--- config.mk ---
export PLATFORM = sky130hd
export DESIGN_NAME = aud_transport_ctrl
export DESIGN_NICKNAME = d
export VERILOG_FILES = /design/src/rtl/aud_transport_ctrl.sv
export SDC_FILE = /design/constraint.sdc
export NUM_CORES = 1
export LEC_CHECK = 0
export BUFFER_PORTS_ARGS = -buffer_cell sky130_fd_sc_hd__buf_4
export CAP_MARGIN = 5
export CORE_MARGIN = 5
export CORE_UTILIZATION = 55
export CTS_CLUSTER_DIAMETER = 60
export CTS_CLUSTER_SIZE = 20
export DETAILED_ROUTE_END_ITERATION = 8
export PLACE_DENSITY_LB_ADDON = 0.1
export REMOVE_ABC_BUFFERS = 1
export SETUP_SLACK_MARGIN = 0.15
export SYNTH_ARGS = -nofsm -noshare
export SYNTH_HDL_FRONTEND = slang
export SYNTH_SLANG_ARGS = --single-unit
--- constraint.sdc ---
create_clock -name i_AUD_BCLK -period 6.69 [get_ports i_AUD_BCLK]
set_input_delay 1.6725 -clock i_AUD_BCLK [delete_from_list [all_inputs] [get_ports i_AUD_BCLK]]
set_output_delay 1.6725 -clock i_AUD_BCLK [all_outputs]
set_load 0.02 [all_outputs]
--- src/rtl/aud_transport_ctrl.sv ---
// Transport controller for the Lab3 recorder/player: codec init, record/play/pause/stop over
// N_TRACKS SRAM slots, per-track length, speed level. Macro AUD_LOOP_PLAY_EN enables looped playback.
module aud_transport_ctrl #(
  parameter int ADDR_W    = 20,
  parameter int N_TRACKS  = 4,
  parameter int SPEED_W   = 4,
  parameter int MAX_SPEED = 8,
  localparam int LOG_N    = $clog2(N_TRACKS),
  localparam int SEL_W    = (LOG_N < 1) ? 1 : LOG_N
) (
  input  logic              i_AUD_BCLK,
  input  logic              i_rst_n,
  input  logic              i_i2c_done,
  input  logic              i_key_rec,
  input  logic              i_key_play,
  input  logic              i_key_pause,
  input  logic              i_key_stop,
  input  logic              i_speed_up,
  input  logic              i_speed_dn,
  input  logic              i_interp,
  input  logic [SEL_W-1:0]  i_track_sel,
  input  logic [ADDR_W-1:0] i_rec_addr,
  input  logic [ADDR_W-1:0] i_play_addr,
  output logic [2:0]        o_state,
  output logic              o_rec_start,
  output logic              o_rec_pause,
  output logic              o_rec_stop,
  output logic              o_dsp_start,
  output logic              o_dsp_pause,
  output logic              o_dsp_stop,
  output logic [ADDR_W-1:0] o_base_addr,
  output logic [ADDR_W-1:0] o_end_addr,
  output logic [SPEED_W-1:0] o_speed,
  output logic              o_fast,
  output logic              o_slow_0,
  output logic              o_slow_1,
  output logic              o_sram_rec_sel,
  output logic              o_sram_we_n
);

  localparam int TRACK_W = ADDR_W - LOG_N;
  localparam int LVL_W   = SPEED_W + 1;
  localparam logic [SEL_W-1:0]  TRACK_MASK = SEL_W'(N_TRACKS - 1);
  localparam logic [ADDR_W-1:0] LO_MASK    = ~({ADDR_W{1'b1}} << TRACK_W);
  localparam logic [TRACK_W:0]  FULL_LEN   = {1'b1, {TRACK_W{1'b0}}};
  localparam logic signed [LVL_W-1:0] LVL_MAX = LVL_W'(MAX_SPEED - 1);
  localparam logic signed [LVL_W-1:0] LVL_MIN = -LVL_MAX;

  typedef enum logic [2:0] {
    ST_INIT       = 3'd0,
    ST_IDLE       = 3'd1,
    ST_RECD       = 3'd2,
    ST_RECD_PAUSE = 3'd3,
    ST_PLAY       = 3'd4,
    ST_PLAY_PAUSE = 3'd5
  } state_t;

  // Handshake: keys are one-cycle request pulses with no back-pressure; every o_*_start/pause/stop
  // strobe is a one-cycle pulse coincident with the first cycle o_state shows the new state.
  state_t            state_q, state_d;
  logic [SEL_W-1:0]  track_q, track_d;
  logic [TRACK_W:0]  len_q [N_TRACKS];
  logic [TRACK_W:0]  len_d [N_TRACKS];
  logic signed [LVL_W-1:0] level_q, level_d;
  logic [LVL_W-1:0]  mag;
  logic [TRACK_W:0]  rec_len;
  logic [ADDR_W-1:0] slot_limit, base_d, end_d;
  logic k_stop, k_pause, k_rec, k_play;
  logic rec_start_d, rec_pause_d, rec_stop_d, dsp_start_d, dsp_pause_d, dsp_stop_d;
`ifdef AUD_LOOP_PLAY_EN
  logic loop_pend_q, loop_pend_d;
`endif

  assign k_stop  = i_key_stop;
  assign k_pause = i_key_pause & ~i_key_stop;
  assign k_rec   = i_key_rec & ~i_key_pause & ~i_key_stop;
  assign k_play  = i_key_play & ~i_key_rec & ~i_key_pause & ~i_key_stop;

  assign slot_limit = o_base_addr | LO_MASK;
  assign rec_len    = (TRACK_W + 1)'(i_rec_addr - o_base_addr) + (TRACK_W + 1)'(1);

  always_comb begin
    state_d     = state_q;
    track_d     = track_q;
    len_d       = len_q;
    level_d     = level_q;
    rec_start_d = 1'b0;
    rec_pause_d = 1'b0;
    rec_stop_d  = 1'b0;
    dsp_start_d = 1'b0;
    dsp_pause_d = 1'b0;
    dsp_stop_d  = 1'b0;
`ifdef AUD_LOOP_PLAY_EN
    loop_pend_d = 1'b0;
`endif
    case (state_q)
      ST_INIT: if (i_i2c_done) state_d = ST_IDLE;
      ST_IDLE: begin
        if (k_rec) begin
          len_d[track_q] = '0;
          rec_start_d    = 1'b1;
          state_d        = ST_RECD;
        end else if (k_play && len_q[track_q] != '0) begin
          dsp_start_d = 1'b1;
          state_d     = ST_PLAY;
        end else begin
          track_d = i_track_sel & TRACK_MASK;
        end
      end
      ST_RECD: begin
        len_d[track_q] = rec_len;
        if (k_stop) begin
          rec_stop_d = 1'b1;
          state_d    = ST_IDLE;
        end else if (i_rec_addr == slot_limit) begin
          len_d[track_q] = FULL_LEN;
          rec_stop_d     = 1'b1;
          state_d        = ST_IDLE;
        end else if (k_pause) begin
          rec_pause_d = 1'b1;
          state_d     = ST_RECD_PAUSE;
        end
      end
      ST_RECD_PAUSE: begin
        if (k_stop) begin
          rec_stop_d = 1'b1;
          state_d    = ST_IDLE;
        end else if (k_rec) begin
          rec_start_d = 1'b1;
          state_d     = ST_RECD;
        end
      end
      ST_PLAY: begin
        if (k_stop) begin
          dsp_stop_d = 1'b1;
          state_d    = ST_IDLE;
        end else if (k_pause) begin
          dsp_pause_d = 1'b1;
          state_d     = ST_PLAY_PAUSE;
`ifdef AUD_LOOP_PLAY_EN
        end else if (loop_pend_q) begin
          dsp_start_d = 1'b1;
        // the end check waits out the restart strobe so a stale read address cannot re-trigger it
        end else if (!o_dsp_start && i_play_addr >= o_end_addr) begin
          dsp_stop_d  = 1'b1;
          loop_pend_d = 1'b1;
        end
`else
        end else if (i_play_addr >= o_end_addr) begin
          dsp_stop_d = 1'b1;
          state_d    = ST_IDLE;
        end
`endif
      end
      ST_PLAY_PAUSE: begin
        if (k_stop) begin
          dsp_stop_d = 1'b1;
          state_d    = ST_IDLE;
        end else if (k_play) begin
          dsp_start_d = 1'b1;
          state_d     = ST_PLAY;
        end
      end
      default: state_d = ST_INIT;
    endcase

    if (state_q != ST_INIT && state_q != ST_RECD && state_q != ST_RECD_PAUSE) begin
      if (i_speed_up && !i_speed_dn && level_q < LVL_MAX)
        level_d = level_q + LVL_W'(1);
      else if (i_speed_dn && !i_speed_up && level_q > LVL_MIN)
        level_d = level_q - LVL_W'(1);
    end

    mag    = level_d[LVL_W-1] ? LVL_W'(-level_d) : LVL_W'(level_d);
    base_d = ADDR_W'(track_d) << TRACK_W;
    end_d  = base_d + ADDR_W'(len_d[track_d]) - ADDR_W'(1);
  end

  always_ff @(posedge i_AUD_BCLK or negedge i_rst_n) begin
    if (!i_rst_n) begin
      state_q        <= ST_INIT;
      track_q        <= '0;
      for (int i = 0; i < N_TRACKS; i++) len_q[i] <= '0;
      level_q        <= '0;
      o_rec_start    <= 1'b0;
      o_rec_pause    <= 1'b0;
      o_rec_stop     <= 1'b0;
      o_dsp_start    <= 1'b0;
      o_dsp_pause    <= 1'b0;
      o_dsp_stop     <= 1'b0;
      o_base_addr    <= '0;
      o_end_addr     <= '0;
      o_speed        <= SPEED_W'(1);
      o_fast         <= 1'b0;
      o_slow_0       <= 1'b0;
      o_slow_1       <= 1'b0;
      o_sram_rec_sel <= 1'b0;
      o_sram_we_n    <= 1'b1;
`ifdef AUD_LOOP_PLAY_EN
      loop_pend_q    <= 1'b0;
`endif
    end else begin
      state_q        <= state_d;
      track_q        <= track_d;
      len_q          <= len_d;
      level_q        <= level_d;
      o_rec_start    <= rec_start_d;
      o_rec_pause    <= rec_pause_d;
      o_rec_stop     <= rec_stop_d;
      o_dsp_start    <= dsp_start_d;
      o_dsp_pause    <= dsp_pause_d;
      o_dsp_stop     <= dsp_stop_d;
      o_base_addr    <= base_d;
      o_end_addr     <= end_d;
      o_speed        <= SPEED_W'(mag) + SPEED_W'(1);
      o_fast         <= level_d > LVL_W'(0);
      o_slow_0       <= level_d[LVL_W-1] & ~i_interp;
      o_slow_1       <= level_d[LVL_W-1] & i_interp;
      o_sram_rec_sel <= (state_d == ST_RECD);
      o_sram_we_n    <= (state_d != ST_RECD);
`ifdef AUD_LOOP_PLAY_EN
      loop_pend_q    <= loop_pend_d;
`endif
    end
  end

  assign o_state = state_q;

endmodule

# ---- After elaboration in Yosys (flattened, before gate mapping)
# Cells that the tools add are included.
dict set report op_classes {
  add_sub_neg 8
  magnitude_cmp 7
  n_eq_ne 10
  mux 56
  bitwise_logic 19
  n_reduce_logical 13
}
# operator count
set ops {}
lappend ops {{$mux W76} 3}
lappend ops {{$pmux W76 S2} 1}
lappend ops {{$mux W19} 5}
lappend ops {{$and A76 B76 Y76} 1}
lappend ops {{$bmux W19 S2} 2}
lappend ops {{$bwmux W76} 1}
lappend ops {{$not A76 Y76} 1}
lappend ops {{$and A72 B72 Y72} 1}
lappend ops {{$not A72 Y72} 1}
lappend ops {{$mux W3} 13}
lappend ops {{$demux W19 S2} 1}
lappend ops {{$add A20 B19 Y20} 1}
lappend ops {{$eq A20 B20 Y1} 1}
lappend ops {{$ge A20 B20 Y1} 1}
lappend ops {{$sub A20 B1 Y20 const B} 1}
lappend ops {{$add A19 B1 Y19 const B} 1}
lappend ops {{$reduce_bool A19 Y1} 1}
lappend ops {{$sub A19 B19 Y19} 1}
lappend ops {{$mux W1} 18}
lappend ops {{$pmux W3 S6} 1}
lappend ops {{$mux W5} 3}
lappend ops {{$eq A3 B2 Y1 const B} 3}
lappend ops {{$ne A3 B2 Y1 const B} 3}
lappend ops {{$and A1 B1 Y1} 8}
lappend ops {{other kinds (21)} 40}
dict set report word_totals {
  reg_bits 121
}

# ---- Depth between registers and ports, before layout
# Gate-level depths: netlist (run 1).
dict set report depth {
  ltp_word 15
  ltp_mapped 24
  mapped_depth_nobuf 23
}

# ---- Worst setup path before layout (run 1)
# No wires, ideal clock.
dict set report synth_path {
  path_kind {in2reg}
  startpoint {input i_key_stop}
  endpoint {register o_end_addr[19]}
  setup_ns 0.127
  t_arrival_ns 5.761
  required_time_ns 6.563
  slack_ns 0.802
  stages 22
  path_cell_list {buf_2 -> nor3b_2 -> nand2_1 -> a21oi_1 -> nand2_1 -> clkbuf_8 -> nand2_1 -> o21ai_0 -> mux2_2 -> a21o_1 -> ha_1 -> fa_1 -> a211oi_1 -> nor2_1 -> o31ai_1 -> a31oi_1 -> a21o_1 -> a21oi_1 -> nor2b_1 -> o41ai_1 -> o21ai_0 -> xnor2_1}
}
# item line_no
set synth_rtl {}
lappend synth_rtl {{start: declaration} 17} ;# input logic i_key_stop,
lappend synth_rtl {{end signal: assignment} 214} ;# o_end_addr <= end_d;
lappend synth_rtl {{end: declaration} 32} ;# output logic [ADDR_W-1:0] o_end_addr,

==> reports/qor.log, run 1 <==
qor: floorplanning.boundaryPins 110
qor: clock_tree.clk_path_buf_depth 2
qor: logic_synthesis.synth-compound-area-share 0.194
qor: flow_run.maxCapViolations 0
qor: floorplanning.design.die.area 17100 um2
qor: cells_and_area.multi_input_comb_area 4500 um2
qor: place.hpwlAfterDp 16.1 mm
qor: logic_synthesis.ys_warn_count 0
qor: sta.final.min_clock_period 6.09 ns
qor: worst_setup_path.cp_top_family compound AO/OA/AOI/OAI gates
qor: sta.timing.clock.skew 0.00802 ns
qor: global_route.grt_remaining_overflow 0
qor: worst_setup_path.critPathMaxFanout 6
qor: logic_synthesis.synth_area_per_cell 9.60 um2
qor: power.power.share.sequential 0.234
qor: worst_setup_path.crit-reg2reg-capture o_end_addr[19]
qor: power.switching_power 2.41 mW
qor: routing.postRouteWirelength 21.1 mm
qor: place.io_buffers 91
qor: logic_synthesis.post_synth_inst_count 836
qor: worst_setup_path.worst-endpoint-arrival 6.37 ns
qor: sta.timing.final.hold_violations 0
qor: logic_synthesis.synth_top_family_by_area compound AO/OA/AOI/OAI gates
qor: power.power.clock.fraction 0.161
qor: sta.peak_freq 164 MHz
qor: power.p_sw_frac 0.434
qor: power.vdd.ir_drop.worst 0.534 mV
qor: logic_synthesis.synth_xor_xnor_area_share 0.0413
qor: logic_synthesis.synth_simple_gate_area_share 0.141
qor: routing.count_of_antenna_violating_nets_left_after_detailed_routing 0
qor: sta.slew_headroom 0.426
qor: sta.setup_violations 0
qor: hold_path.worst_hold_end len_q[60]
qor: worst_setup_path.cp.required 6.97 ns
qor: worst_setup_path.cp_startpoint_kind input pin
qor: routing.initial_drc_count 428
qor: sta.worst_slew_pin_slew 0.854 ns
qor: global_route.antenna_violations_before_repair 0
qor: clock_tree.cts_tree done
qor: global_route.grt_pass1_vias 6477
qor: logic_synthesis.synth_fa_ha_area_frac 0.112
qor: floorplanning.die_width 131 um
qor: cells_and_area.register_area 3030 um2
qor: logic_synthesis.seq_area_frac_synth 0.378
qor: sta.final_min_period_over_clock_period 0.910
qor: logic_synthesis.async_flop_share 1.00
qor: worst_setup_path.crit_buf_inv 1
qor: routing.first_pass_iters 5
qor: worst_setup_path.reg2regPathDepth 21
qor: clock_tree.cts.repair_timing.setup_buffer_count 0
qor: floorplanning.die_y 131 um
qor: cells_and_area.layout-drive-gt1-share 0.191
qor: logic_synthesis.synth.largest_area_cell sky130_fd_sc_hd__dfrtp_1
qor: clock_tree.clkSlewWorstSetupHoldPaths 0.06 ns
qor: global_route.track_usage 0.252
qor: clock_tree.clk_latency 0.41 ns
qor: logic_synthesis.ffs_latches_synth 121
qor: global_route.grt_first_pass_wirelength 33.5 mm
qor: worst_setup_path.timing.setup.critical_path_class input pin to register
qor: clock_tree.h_tree_depth 4
qor: worst_setup_path.delay_contributed_by_the_slowest_stage_of_the_critical_path 0.58 ns
qor: hold_path.hold_path.class register to register
qor: logic_synthesis.post_synth_mux_area_share 0.0617
qor: power.power.internal 3.15 mW
qor: sta.grt_setup_unrepaired false
qor: logic_synthesis.post_synth_num_cell_types 80
qor: cells_and_area.final_nets 1059
qor: cells_and_area.layout-area-overhead-vs-synth 17.1%
qor: global_route.grt_max_degree 63
qor: worst_setup_path.crit_chain buf_4 > ha_1 > nand2_1 > or4_4 > nor2_1 > nor3_1 > nand3_1 > o21ai_0 > mux2_2 > a21o_1 > ha_1 > fa_1 > a211oi_1 > nor2_1 > o31ai_2 > a31oi_1 > a21o_1 > a21oi_1 > nor2b_1 > o41ai_2 > o21ai_0 > xnor2_1
qor: floorplanning.core.rowCount 44
qor: worst_setup_path.cp_slowest_cell sky130_fd_sc_hd__or4_4
qor: clock_tree.ctsRootBufferMaster sky130_fd_sc_hd__clkbuf_16
qor: run_status.outcome completed
qor: clock_tree.clkSinkCount 121
qor: power.p_total 5.57 mW
qor: power.comb_power_share 0.605
qor: routing.drt_drc_violations_left 0
qor: worst_setup_path.timing.rr.start o_base_addr[19]
qor: logic_synthesis.synth_enable_flop_cells 0
qor: cells_and_area.final_core_util 0.651
qor: worst_setup_path.timing.critical_path.to_type register
qor: worst_setup_path.ff2ff_setup_slack 1.12 ns
qor: power.p_leak 4.70 nW
qor: cells_and_area.antennaDiodeCount 0
qor: hold_path.worst_hold_startpoint len_q[60]
qor: floorplanning.floorplan.initialDensity 0.556
qor: hold_path.hold_path_depth 2
qor: power.power.density 593 nW/um2
qor: sta.final_max_slew_viol_count 0
qor: logic_synthesis.yosys.area.top_type_share 0.371
qor: logic_synthesis.synth-main-ff-cell sky130_fd_sc_hd__dfrtp_1
qor: logic_synthesis.synthTopCellsByArea sky130_fd_sc_hd__dfrtp_1 (37%), sky130_fd_sc_hd__ha_1 (11%), sky130_fd_sc_hd__a22o_1 (4.1%)
qor: floorplanning.core-area 14400 um2
qor: cells_and_area.num-fill-cells 1188
qor: routing.routed_via_density 5.88
qor: routing.routed_wire_length_per_instance 18.6 um
qor: place.gp_congestion 0.991
qor: routing.detailed_route_via_count 6658
qor: clock_tree.tritoncts.num_buffers 17
qor: logic_synthesis.syn-cell-area 8030 um2
metrics by stage:
step                instances  worst slack (ns)  instance area [um2]  setup TNS, ns  hold WS (ns)
global placement         1101             0.353                 8790              0         0.503
global route             1133             0.277                 9400              0         0.542
floorplan                 812            -0.313                 7770         -0.415         0.474
CTS                      1133             0.438                 9380              0         0.520
detailed placement       1101             0.111                 8790              0         0.507
finish                   1133             0.601                 9400              0         0.527
worst max path at each step:
stage	slack [ns]	to	depth (start not counted)	startpoint
after floorplan	-0.31	o_end_addr[19]	19	i_key_pause
after global placement	0.35	o_end_addr[19]	22	i_rec_addr[0]
after detailed placement	0.11	o_end_addr[19]	22	i_rec_addr[0]
after CTS	0.44	o_end_addr[19]	22	i_rec_addr[0]
after global routing	0.28	o_end_addr[19]	22	i_rec_addr[0]
final	0.60	o_end_addr[19]	22	i_rec_addr[0]
power by group through the flow:
stage / clock network (mW) / registers, mW / logic, mW
floorplan: 0 / 1.35 / 2.34
global placement: 0 / 1.30 / 3.21
detailed placement: 0 / 1.30 / 3.32
CTS: 0.907 / 1.30 / 3.36
global route: 0.948 / 1.33 / 3.73
finish: 0.898 / 1.30 / 3.37
synth_stat cells, types with 3 or more instances:
cell / number
sky130_fd_sc_hd__dfrtp_1: 119
sky130_fd_sc_hd__ha_1: 70
sky130_fd_sc_hd__nand2_1: 70
sky130_fd_sc_hd__inv_1: 68
sky130_fd_sc_hd__nor2_1: 63
sky130_fd_sc_hd__o21ai_0: 47
sky130_fd_sc_hd__a22o_1: 38
sky130_fd_sc_hd__mux2i_1: 30
sky130_fd_sc_hd__a21oi_1: 29
sky130_fd_sc_hd__xnor2_1: 29
sky130_fd_sc_hd__buf_4: 22
sky130_fd_sc_hd__nor4_1: 18
sky130_fd_sc_hd__nand3_1: 17
sky130_fd_sc_hd__mux2_2: 16
sky130_fd_sc_hd__a21o_1: 15
sky130_fd_sc_hd__nor3_1: 13
sky130_fd_sc_hd__o21a_1: 13
sky130_fd_sc_hd__nor2b_1: 9
sky130_fd_sc_hd__a31oi_1: 8
sky130_fd_sc_hd__nand2b_1: 8
sky130_fd_sc_hd__a211oi_1: 7
sky130_fd_sc_hd__a22oi_1: 7
sky130_fd_sc_hd__nand4_1: 7
sky130_fd_sc_hd__xor2_1: 7
sky130_fd_sc_hd__clkbuf_1: 6
sky130_fd_sc_hd__clkbuf_8: 6
sky130_fd_sc_hd__buf_2: 5
sky130_fd_sc_hd__a211o_1: 4
sky130_fd_sc_hd__and3_1: 4
sky130_fd_sc_hd__or3_1: 4
sky130_fd_sc_hd__a2111oi_0: 3
sky130_fd_sc_hd__a221o_1: 3
sky130_fd_sc_hd__a221oi_1: 3
sky130_fd_sc_hd__nor4b_1: 3
sky130_fd_sc_hd__o211a_1: 3
sky130_fd_sc_hd__o21bai_1: 3
sky130_fd_sc_hd__o22ai_1: 3
sky130_fd_sc_hd__o31ai_1: 3
sky130_fd_sc_hd__or2_1: 3
worst reg2reg max path, cell delays in order (launching register included):
cell,delay [ns]
sky130_fd_sc_hd__dfrtp_1,0.68
sky130_fd_sc_hd__nor4b_1,0.39
sky130_fd_sc_hd__nand2_1,0.09
sky130_fd_sc_hd__o221ai_1,0.15
sky130_fd_sc_hd__o21ai_1,0.16
sky130_fd_sc_hd__nand2_1,0.13
sky130_fd_sc_hd__and3_1,0.29
sky130_fd_sc_hd__mux2i_2,0.28
sky130_fd_sc_hd__buf_4,0.34
sky130_fd_sc_hd__mux2_2,0.40
sky130_fd_sc_hd__ha_1,0.23
sky130_fd_sc_hd__fa_1,0.44
sky130_fd_sc_hd__a211oi_1,0.27
sky130_fd_sc_hd__nor2_1,0.13
sky130_fd_sc_hd__o31ai_2,0.26
sky130_fd_sc_hd__a31oi_1,0.12
sky130_fd_sc_hd__a21o_1,0.21
sky130_fd_sc_hd__a21oi_1,0.15
sky130_fd_sc_hd__nor2b_1,0.09
sky130_fd_sc_hd__o41ai_2,0.25
sky130_fd_sc_hd__o21ai_0,0.19
sky130_fd_sc_hd__xnor2_1,0.17
final cells by class:
cell class	count	area share
flip-flops and latches	121	0.323
clock buffers	26	0.0563
clock inverters	6	0.00639
well taps	184	0.0245
inverters	69	0.0276
repair buffers	105	0.0839
multi-input cells	622	0.479
routing by layer:
layer / GRT usage / part of all wire / vias up
met2: 0.421 / 0.50 / 230
met5: 0 / 0 / -
met1: 0.335 / 0.43 / 3236
met4: 0.0593 / 0.013 / 0
li1: - / - / 3176
met3: 0.0569 / 0.063 / 16
kinds of logic after synthesis:
group                    after synthesis
AND/OR/NAND/NOR                      233
AO/OA/AOI/OAI                        216
flip-flops                           121
buffers and inverters                110
adder cells (fa/ha/maj)               71
multiplexers                          47
XOR/XNOR                              37
other                                  1
state kept, by name (all words and copies together), names as in the netlist, 2 cells and up:
name,cells
o_end_addr,20
len_q,76
o_speed,4
o_state,3
o_base_addr,2
level_q,5
timing repair:
action | 4_1_cts | 5_1_grt
endpoints found under the setup margin | 0 | 1
resized for setup | 0 | 2
hold buffers | 0 | 0
cell usage in the layout, fill, tap and decap left out, drive strengths merged, types with 31 or more instances in the layout:
master / synthesis / final
dfrtp: 119 / 119
buf: 29 / 105
nand2: 70 / 70
ha: 70 / 70
inv: 68 / 68
nor2: 64 / 64
o21ai: 49 / 49
a22o: 40 / 40
a21oi: 31 / 31
Power figures use the tool's default switching activity.
==> run 2: changes to the inputs <==
--- a/config.mk
+++ b/config.mk
@@ -5,10 +5,11 @@
 export SDC_FILE = /design/constraint.sdc
 export NUM_CORES = 1
 export LEC_CHECK = 0
+export ABC_AREA = 1
 export BUFFER_PORTS_ARGS = -buffer_cell sky130_fd_sc_hd__buf_4
 export CAP_MARGIN = 5
 export CORE_MARGIN = 5
-export CORE_UTILIZATION = 55
+export CORE_UTILIZATION = 54
 export CTS_CLUSTER_DIAMETER = 60
 export CTS_CLUSTER_SIZE = 20
 export DETAILED_ROUTE_END_ITERATION = 8
==> constraint.sdc (replaced) <==
create_clock -name i_AUD_BCLK -period 5.3 [get_ports i_AUD_BCLK]
set_input_delay 1.325 -clock i_AUD_BCLK [delete_from_list [all_inputs] [get_ports i_AUD_BCLK]]
set_output_delay 1.325 -clock i_AUD_BCLK [all_outputs]
set_load 0.02 [all_outputs]
==> reports/qor.log, run 2 <==
qor: run_status.outcome completed [unchanged]
qor: clock_tree.clkSinkCount 121 [unchanged]
qor: floorplanning.boundaryPins 110 [unchanged]
qor: clock_tree.h_tree_depth 4 [unchanged]
qor: routing.count_of_antenna_violating_nets_left_after_detailed_routing 0 [unchanged]
qor: worst_setup_path.crit-reg2reg-capture o_end_addr[16] [was o_end_addr[19]]
qor: global_route.grt_max_degree 46 [was 63]
qor: cells_and_area.final_cell_mix sky130_fd_sc_hd__nand2_1 (428), sky130_fd_sc_hd__inv_1 (122), sky130_fd_sc_hd__dfrtp_1 (119), sky130_fd_sc_hd__nand3_1 (112), sky130_fd_sc_hd__buf_4 (102) [was sky130_fd_sc_hd__dfrtp_1 (119), sky130_fd_sc_hd__buf_4 (105), sky130_fd_sc_hd__nand2_1 (70), sky130_fd_sc_hd__ha_1 (70), sky130_fd_sc_hd__inv_1 (68)]
qor: floorplanning.core.rowCount 47 [was 44]
qor: logic_synthesis.synth.most_common_cell sky130_fd_sc_hd__nand2_1 [was sky130_fd_sc_hd__dfrtp_1]
qor: floorplanning.floorplan.initialDensity 0.552 [was 0.556]
qor: global_route.grt_remaining_overflow 0 [unchanged]
qor: logic_synthesis.post_synth_num_cell_types 45 [was 80]
qor: cells_and_area.final_core_util 0.637 [was 0.651]
qor: place.io_buffers 91 [unchanged]
qor: clock_tree.clkSlewWorstSetupHoldPaths 0.05 ns [was 0.06 ns]
qor: sta.grt_setup_unrepaired false [unchanged]
qor: cells_and_area.layout.cells.most_common sky130_fd_sc_hd__nand2_1 [was sky130_fd_sc_hd__dfrtp_1]
qor: floorplanning.die_width 140 um [was 131 um]
qor: cells_and_area.largest_register_ff_count 76 [unchanged]
qor: logic_synthesis.ffs_latches_synth 121 [unchanged]
qor: cells_and_area.final_nets 1526 [was 1059]
qor: sta.final.min_clock_period 4.75 ns
qor: logic_synthesis.synth.cells.most_frequent sky130_fd_sc_hd__nand2_1 (428), sky130_fd_sc_hd__inv_1 (122), sky130_fd_sc_hd__dfrtp_1 (119) [was sky130_fd_sc_hd__dfrtp_1 (119), sky130_fd_sc_hd__ha_1 (70), sky130_fd_sc_hd__nand2_1 (70)]
qor: place.gp_congestion 0.943 [was 0.991]
qor: hold_path.worst_hold_end o_rec_stop [was len_q[60]]
qor: clock_tree.cts_hold_buf 0 [unchanged]
qor: sta.timing.final.hold_violations 0 [unchanged]
qor: place.post-place-cells 1604 [was 1101]
qor: worst_setup_path.reg2regPathDepth 19 [was 21]
qor: worst_setup_path.ff2ff_setup_slack 0.69 ns [was 1.12 ns]
qor: power.vdd.ir_drop.worst 0.395 mV [was 0.534 mV]
qor: clock_tree.cts.repair_timing.setup_buffer_count 0 [unchanged]
qor: worst_setup_path.cp_startpoint_kind input pin [unchanged]
qor: sta.timing.clock.skew 0.00970 ns [was 0.00802 ns]
qor: clock_tree.clk_path_buf_depth 2 [unchanged]
qor: sta.tns 0 ns [unchanged]
qor: sta.final_max_slew_viol_count 0 [unchanged]
qor: cells_and_area.top_registers len_q x76, o_end_addr x20, level_q x5 [unchanged]
qor: logic_synthesis.synth-main-ff-cell sky130_fd_sc_hd__dfrtp_1 [unchanged]
qor: cells_and_area.fin_area 10600 um2 [was 9400 um2]
qor: sta.slew_headroom 0.523 [was 0.426]
qor: worst_setup_path.cp.required 5.65 ns [was 6.97 ns]
qor: clock_tree.tritoncts.num_buffers 17 [unchanged]
qor: global_route.grt_pass1_vias 8467 [was 6477]
qor: logic_synthesis.synth.largest_area_cell sky130_fd_sc_hd__dfrtp_1 [unchanged]
qor: routing.initial_drc_count 629 [was 428]
qor: hold_path.worst_hold_startpoint o_state[2] [was len_q[60]]
qor: logic_synthesis.ys_warn_count 0 [unchanged]
qor: place.preCtsSetupSlack 0.209 ns [was 0.111 ns]
qor: global_route.grt_first_pass_wirelength 41.7 mm [was 33.5 mm]
qor: hold_path.hold_path_depth 1 [was 2]
qor: global_route.antenna_violations_before_repair 0 [unchanged]
qor: logic_synthesis.syn-cell-area 9160 um2 [was 8030 um2]
qor: sta.setup_violations 0 [unchanged]
qor: worst_setup_path.worst-endpoint-arrival 5.10 ns [was 6.37 ns]
qor: cells_and_area.antennaDiodeCount 0 [unchanged]
qor: floorplanning.design.die.area 19700 um2 [was 17100 um2]
qor: place.hpwlAfterDp 19.7 mm [was 16.1 mm]
qor: hold_path.hold_path.class register to register [unchanged]
qor: cells_and_area.num-fill-cells 1551 [was 1188]
qor: floorplanning.die_y 140 um [was 131 um]
qor: routing.postRouteWirelength 25.1 mm [was 21.1 mm]
qor: power.p_leak 5.74 nW [was 4.70 nW]
qor: sta.peak_freq 211 MHz
qor: worst_setup_path.critPathMaxFanout 5 [was 6]
qor: power.p_total 5.93 mW [was 5.57 mW]
qor: clock_tree.clk_latency 0.43 ns [was 0.41 ns]
qor: worst_setup_path.timing.setup.critical_path_class input pin to register [unchanged]
qor: worst_setup_path.timing.critical_path.to_type register [unchanged]
qor: cells_and_area.finalNonFillerCells 1636 [was 1133]
qor: logic_synthesis.synth_area_per_cell 7.01 um2 [was 9.60 um2]
qor: routing.drt_drc_violations_left 0 [unchanged]
qor: cells_and_area.layout-area-overhead-vs-synth 15.3% [was 17.1%]
qor: global_route.track_usage 0.262 [was 0.252]
qor: worst_setup_path.timing.rr.start o_base_addr[18] [was o_base_addr[19]]
qor: logic_synthesis.synth_enable_flop_cells 0 [unchanged]
qor: logic_synthesis.seq_area_frac_synth 0.331 [was 0.378]
qor: place.dpl_cell_area 9990 um2 [was 8790 um2]
qor: sta.final_min_period_over_clock_period 0.896
qor: routing.routed_via_density 5.42 [was 5.88]
qor: power.power.density 562 nW/um2 [was 593 nW/um2]
qor: logic_synthesis.yosys.area.top_type_share 0.325 [was 0.371]
qor: sta.setup_ws 0.550 ns [was 0.601 ns]
qor: cells_and_area.registers.top_by_ff_count len_q [unchanged]
qor: sta.worst_slew_pin_slew 0.708 ns [was 0.854 ns]
qor: floorplanning.core-area 16600 um2 [was 14400 um2]
qor: flow_run.maxCapViolations 0 [unchanged]
qor: routing.routed_wire_length_per_instance 15.3 um [was 18.6 um]
qor: clock_tree.cts_tree done [unchanged]
qor: clock_tree.cts_repair_resize_count 0 [unchanged]
qor: sta.whs 0.529 ns [was 0.527 ns]
qor: logic_synthesis.synthTopCellsByArea sky130_fd_sc_hd__dfrtp_1 (33%), sky130_fd_sc_hd__nand2_1 (18%), sky130_fd_sc_hd__ha_1 (9.6%) [was sky130_fd_sc_hd__dfrtp_1 (37%), sky130_fd_sc_hd__ha_1 (11%), sky130_fd_sc_hd__a22o_1 (4.1%)]
qor: routing.detailed_route_via_count 8864 [was 6658]
qor: logic_synthesis.post_synth_inst_count 1306 [was 836]
qor: clock_tree.ctsRootBufferMaster sky130_fd_sc_hd__clkbuf_16 [unchanged]
qor: routing.first_pass_iters 5 [unchanged]
qor: logic_synthesis.async_flop_share 1.00 [unchanged]
qor: cells_and_area.layout-drive-gt1-share 0.138 [was 0.191]
[run 2: changes by cell type in the layout (fill, tap and decap cells not counted), moves of 25 or more]
cell,change
sky130_fd_sc_hd__nand2_1,+358
sky130_fd_sc_hd__nand3_1,+95
sky130_fd_sc_hd__inv_1,+54
sky130_fd_sc_hd__o21ai_1,+44
sky130_fd_sc_hd__a22o_1,-38
sky130_fd_sc_hd__mux2i_1,-29
sky130_fd_sc_hd__nor2_1,+29
sky130_fd_sc_hd__a21oi_1,+25
[run 2: cell type report]
cell class	instances	area, um2	share of cell area
Clock inverter	8	95.1	0.00901
Multi-Input combinational cell	1020	5350	0.507
Timing Repair Buffer	104	806	0.0763
Inverter	139	524	0.0497
Sequential cell	121	3030	0.287
Clock buffer	24	472	0.0447
Tap cell	220	275	0.0261
[run 2: kinds of logic after synthesis]
group / count (synthesis) / share of synthesized area
other: 1 / 0.000410
buffers and inverters: 182 / 0.0912
adders and majority gates: 71 / 0.0979
AOI/OAI and AO/OA: 192 / 0.114
DFF: 121 / 0.331
and+or+nand+nor: 710 / 0.337
xor gates and xnor gates: 29 / 0.0286
[run 2: per-layer routing]
metal | track usage | up-vias | part of all wire
met2 | 0.434 | 322 | 0.47
met1 | 0.346 | 4103 | 0.43
met3 | 0.0484 | 39 | 0.069
li1 | - | 4400 | -
met5 | 0 | - | 0
met4 | 0.0892 | 0 | 0.025
[run 2: how the worst max path moves through the flow]
| stage | end | start | cells after the start | slack, ns |
|---|---|---|---|---|
| after global routing | o_end_addr[16] | i_rec_addr[0] | 21 | 0.21 |
| after CTS | o_end_addr[16] | i_rec_addr[0] | 21 | 0.65 |
| after detailed placement | o_end_addr[16] | i_rec_addr[0] | 21 | 0.21 |
| after global placement | o_end_addr[17] | i_rec_addr[0] | 23 | 0.28 |
| final | o_end_addr[16] | i_rec_addr[0] | 21 | 0.55 |
| after floorplan | o_end_addr[16] | i_key_pause | 17 | 0.90 |
[run 2: worst max-delay path: stages]
cell	delay, ns
sky130_fd_sc_hd__buf_4	0.11
sky130_fd_sc_hd__ha_1	0.28
sky130_fd_sc_hd__inv_1	0.07
sky130_fd_sc_hd__ha_1	0.19
sky130_fd_sc_hd__nor2_1	0.13
sky130_fd_sc_hd__nor3_1	0.06
sky130_fd_sc_hd__nor2_1	0.18
sky130_fd_sc_hd__xor2_1	0.18
sky130_fd_sc_hd__nand2_1	0.16
sky130_fd_sc_hd__o21ai_0	0.30
sky130_fd_sc_hd__nand2_1	0.12
sky130_fd_sc_hd__nand3_1	0.09
sky130_fd_sc_hd__nand2_1	0.06
sky130_fd_sc_hd__ha_1	0.38
sky130_fd_sc_hd__nand2_1	0.09
sky130_fd_sc_hd__o21ai_0	0.25
sky130_fd_sc_hd__a21oi_1	0.12
sky130_fd_sc_hd__o21ai_0	0.44
sky130_fd_sc_hd__a21oi_1	0.18
sky130_fd_sc_hd__o21ai_0	0.23
sky130_fd_sc_hd__xor2_1	0.16
[run 2: power by group]
group	internal (mW)	total, mW	switching [mW]
logic	1.17	3.43	2.26
registers	1.19	1.38	0.194
clock network	0.712	1.13	0.414
total	3.07	5.93	2.87
==> run 3: changes to the inputs <==
--- a/config.mk
+++ b/config.mk
@@ -5,11 +5,10 @@
 export SDC_FILE = /design/constraint.sdc
 export NUM_CORES = 1
 export LEC_CHECK = 0
-export ABC_AREA = 1
 export BUFFER_PORTS_ARGS = -buffer_cell sky130_fd_sc_hd__buf_4
 export CAP_MARGIN = 5
 export CORE_MARGIN = 5
-export CORE_UTILIZATION = 54
+export CORE_UTILIZATION = 53
 export CTS_CLUSTER_DIAMETER = 60
 export CTS_CLUSTER_SIZE = 20
 export DETAILED_ROUTE_END_ITERATION = 8
==> reports/qor.log, run 3 (synthesized netlist as in run 1, its figures left out) <==
qor: routing.detailed_route_via_count 7387 [was 8864]
qor: cells_and_area.top_registers len_q x76, o_end_addr x20, level_q x5 [unchanged]
qor: sta.slew_headroom 0.474 [was 0.523]
qor: floorplanning.floorplan.initialDensity 0.534 [was 0.552]
qor: floorplanning.boundaryPins 110 [unchanged]
qor: routing.first_pass_iters 5 [unchanged]
qor: power.vdd.ir_drop.worst 0.601 mV [was 0.395 mV]
qor: power.power.share.sequential 0.197 [was 0.233]
qor: cells_and_area.registers.top_by_ff_count len_q [unchanged]
qor: cells_and_area.layout-area-overhead-vs-synth 36.9% [was 15.3%]
qor: clock_tree.h_tree_depth 4 [unchanged]
qor: clock_tree.clk_path_buf_depth 2 [unchanged]
qor: place.hpwlAfterDp 17.0 mm [was 19.7 mm]
qor: power.power.internal 4.85 mW [was 3.07 mW]
qor: worst_setup_path.timing.setup.critical_path_class input pin to register [unchanged]
qor: floorplanning.die_width 133 um [was 140 um]
qor: routing.count_of_antenna_violating_nets_left_after_detailed_routing 0 [unchanged]
qor: worst_setup_path.critPathMaxFanout 4 [was 5]
qor: floorplanning.core.rowCount 45 [was 47]
qor: sta.final_min_period_over_clock_period 0.965 [was 0.896]
qor: sta.worst_slew_pin_slew 0.789 ns [was 0.708 ns]
qor: power.p_total 8.29 mW [was 5.93 mW]
qor: routing.initial_drc_count 451 [was 629]
qor: worst_setup_path.worst-endpoint-arrival 5.45 ns [was 5.10 ns]
qor: floorplanning.die_y 133 um [was 140 um]
qor: clock_tree.cts_tree done [unchanged]
qor: global_route.grt_max_degree 63 [was 46]
qor: power.power.density 755 nW/um2 [was 562 nW/um2]
qor: sta.final.min_clock_period 5.11 ns [was 4.75 ns]
qor: routing.drt_drc_violations_left 0 [unchanged]
qor: routing.routed_wire_length_per_instance 17.9 um [was 15.3 um]
qor: routing.routed_via_density 5.73 [was 5.42]
qor: floorplanning.design.die.area 17700 um2 [was 19700 um2]
qor: sta.timing.clock.skew 0.00680 ns [was 0.00970 ns]
qor: clock_tree.tritoncts.num_buffers 17 [unchanged]
qor: cells_and_area.final_nets 1213 [was 1526]
qor: worst_setup_path.timing.critical_path.to_type register [unchanged]
qor: cells_and_area.largest_register_ff_count 76 [unchanged]
qor: hold_path.hold_path.class register to register [unchanged]
qor: global_route.track_usage 0.259 [was 0.262]
qor: sta.peak_freq 196 MHz [was 211 MHz]
qor: sta.grt_setup_unrepaired true [was false]
qor: power.p_leak 5.53 nW [was 5.74 nW]
qor: global_route.grt_pass1_vias 7421 [was 8467]
qor: clock_tree.clkSlewWorstSetupHoldPaths 0.05 ns [about the same]
qor: power.p_sw_frac 0.415 [was 0.483]
qor: routing.postRouteWirelength 23.1 mm [was 25.1 mm]
qor: power.power.clock.fraction 0.129 [was 0.190]
qor: sta.tns 0 ns [unchanged]
qor: cells_and_area.antennaDiodeCount 0 [unchanged]
qor: sta.timing.final.hold_violations 0 [unchanged]
qor: clock_tree.clkSinkCount 121 [unchanged]
qor: global_route.grt_first_pass_wirelength 37.0 mm [was 41.7 mm]
qor: worst_setup_path.cp_startpoint_kind input pin [unchanged]
qor: flow_run.maxCapViolations 0 [unchanged]
qor: cells_and_area.final_cell_mix sky130_fd_sc_hd__buf_4 (249), sky130_fd_sc_hd__dfrtp_1 (118), sky130_fd_sc_hd__nand2_1 (67), sky130_fd_sc_hd__inv_1 (64), sky130_fd_sc_hd__ha_1 (58) [was sky130_fd_sc_hd__nand2_1 (428), sky130_fd_sc_hd__inv_1 (122), sky130_fd_sc_hd__dfrtp_1 (119), sky130_fd_sc_hd__nand3_1 (112), sky130_fd_sc_hd__buf_4 (102)]
qor: cells_and_area.layout-drive-gt1-share 0.356 [was 0.138]
qor: clock_tree.cts_hold_buf 0 [unchanged]
qor: global_route.antenna_violations_before_repair 0 [unchanged]
qor: place.io_buffers 91 [unchanged]
qor: clock_tree.clk_latency 0.42 ns [was 0.43 ns]
qor: floorplanning.core-area 15000 um2 [was 16600 um2]
qor: power.switching_power 3.44 mW [was 2.87 mW]
qor: global_route.grt_remaining_overflow 0 [unchanged]
qor: clock_tree.ctsRootBufferMaster sky130_fd_sc_hd__clkbuf_16 [unchanged]
qor: cells_and_area.layout.cells.most_common sky130_fd_sc_hd__buf_4 [was sky130_fd_sc_hd__nand2_1]
qor: place.gp_congestion 0.913 [was 0.943]
qor: sta.final_max_slew_viol_count 0 [unchanged]
qor: power.comb_power_share 0.674 [was 0.577]
qor: run_status.outcome completed [unchanged]
qor: sta.whs 0.528 ns [was 0.529 ns]
qor: sta.setup_violations 0 [unchanged]
qor: worst_setup_path.cp.required 5.64 ns [was 5.65 ns]
-- run 3: area by class of cell --
cell class | instances | area [um2]
multi-input cells | 622 | 4940
clock inverters | 4 | 45.0
flip-flops and latches | 121 | 3030
clock buffers | 27 | 493
inverters | 69 | 262
fillers | 1117 | 4050
well taps | 188 | 235
repair buffers | 259 | 1980
-- run 3: per-layer routing --
metal	vias to the layer above	wire, um	global-route usage
met5	-	0	0
li1	3489	-	-
met4	0	751	0.103
met1	3581	9550	0.326
met3	61	1250	0.0490
met2	256	11600	0.442
-- run 3: timing repair --
action	in CTS	in global routing
hold endpoints to repair	0	0
setup buffers	12	13
setup endpoints to repair	5	6
pin swaps	32	12
gates resized for setup	63	49
-- run 3: critical path: stages --
cell and delay, ns:
sky130_fd_sc_hd__buf_4 0.11, sky130_fd_sc_hd__buf_4 0.13, sky130_fd_sc_hd__inv_1 0.10, sky130_fd_sc_hd__ha_4 0.21, sky130_fd_sc_hd__o21a_1 0.17, sky130_fd_sc_hd__o31a_1 0.12, sky130_fd_sc_hd__buf_4 0.14, sky130_fd_sc_hd__buf_6 0.12
sky130_fd_sc_hd__o41ai_4 0.27, sky130_fd_sc_hd__buf_4 0.17, sky130_fd_sc_hd__o2111ai_1 0.14, sky130_fd_sc_hd__a31oi_1 0.28, sky130_fd_sc_hd__xnor2_2 0.19, sky130_fd_sc_hd__a22o_1 0.21, sky130_fd_sc_hd__o22ai_1 0.13, sky130_fd_sc_hd__a221o_1 0.31
sky130_fd_sc_hd__ha_1 0.22, sky130_fd_sc_hd__or3_1 0.36, sky130_fd_sc_hd__o21ai_0 0.10, sky130_fd_sc_hd__a21oi_2 0.07, sky130_fd_sc_hd__and2_4 0.15, sky130_fd_sc_hd__o21a_1 0.16, sky130_fd_sc_hd__nor2_1 0.12, sky130_fd_sc_hd__xnor2_1 0.12
-- run 3: stage by stage --
stage	instance area (um2)	setup WS (ns)	utilization	std cells
6_report	11000	0.187	0.731	1290
5_1_grt	11000	-0.00999	0.731	1290
4_1_cts	10700	0.0957	0.710	1277
3_5_place_dp	9770	-0.620	0.650	1234
3_3_place_gp	9770	-0.590	0.650	1234
2_1_floorplan	7770	-1.36	-	812
-- run 3: final timing paths --
check	to	startpoint	slack, ns	cells after the start
max in group asynchronous	o_base_addr[19]	i_rst_n	3.36	2
setup reg to reg	o_end_addr[19]	len_q[49]	0.29	24
hold / removal	len_q[42]	len_q[42]	0.53	2
setup / recovery	o_end_addr[18]	i_rec_addr[4]	0.19	24
min in group asynchronous	o_sram_rec_sel	i_rst_n	1.00	1
hold reg to reg	len_q[42]	len_q[42]	0.53	2
-- run 3: power by group through the flow --
stage                     Sequential [mW]  Clock (mW)  Combinational, mW
after floorplan                      1.70           0               2.95
after global placement               1.60           0               4.70
after detailed placement             1.61           0               4.84
after CTS                            1.61        1.07               5.26
after global routing                 1.67        1.13               6.11
final                                1.63        1.07               5.59
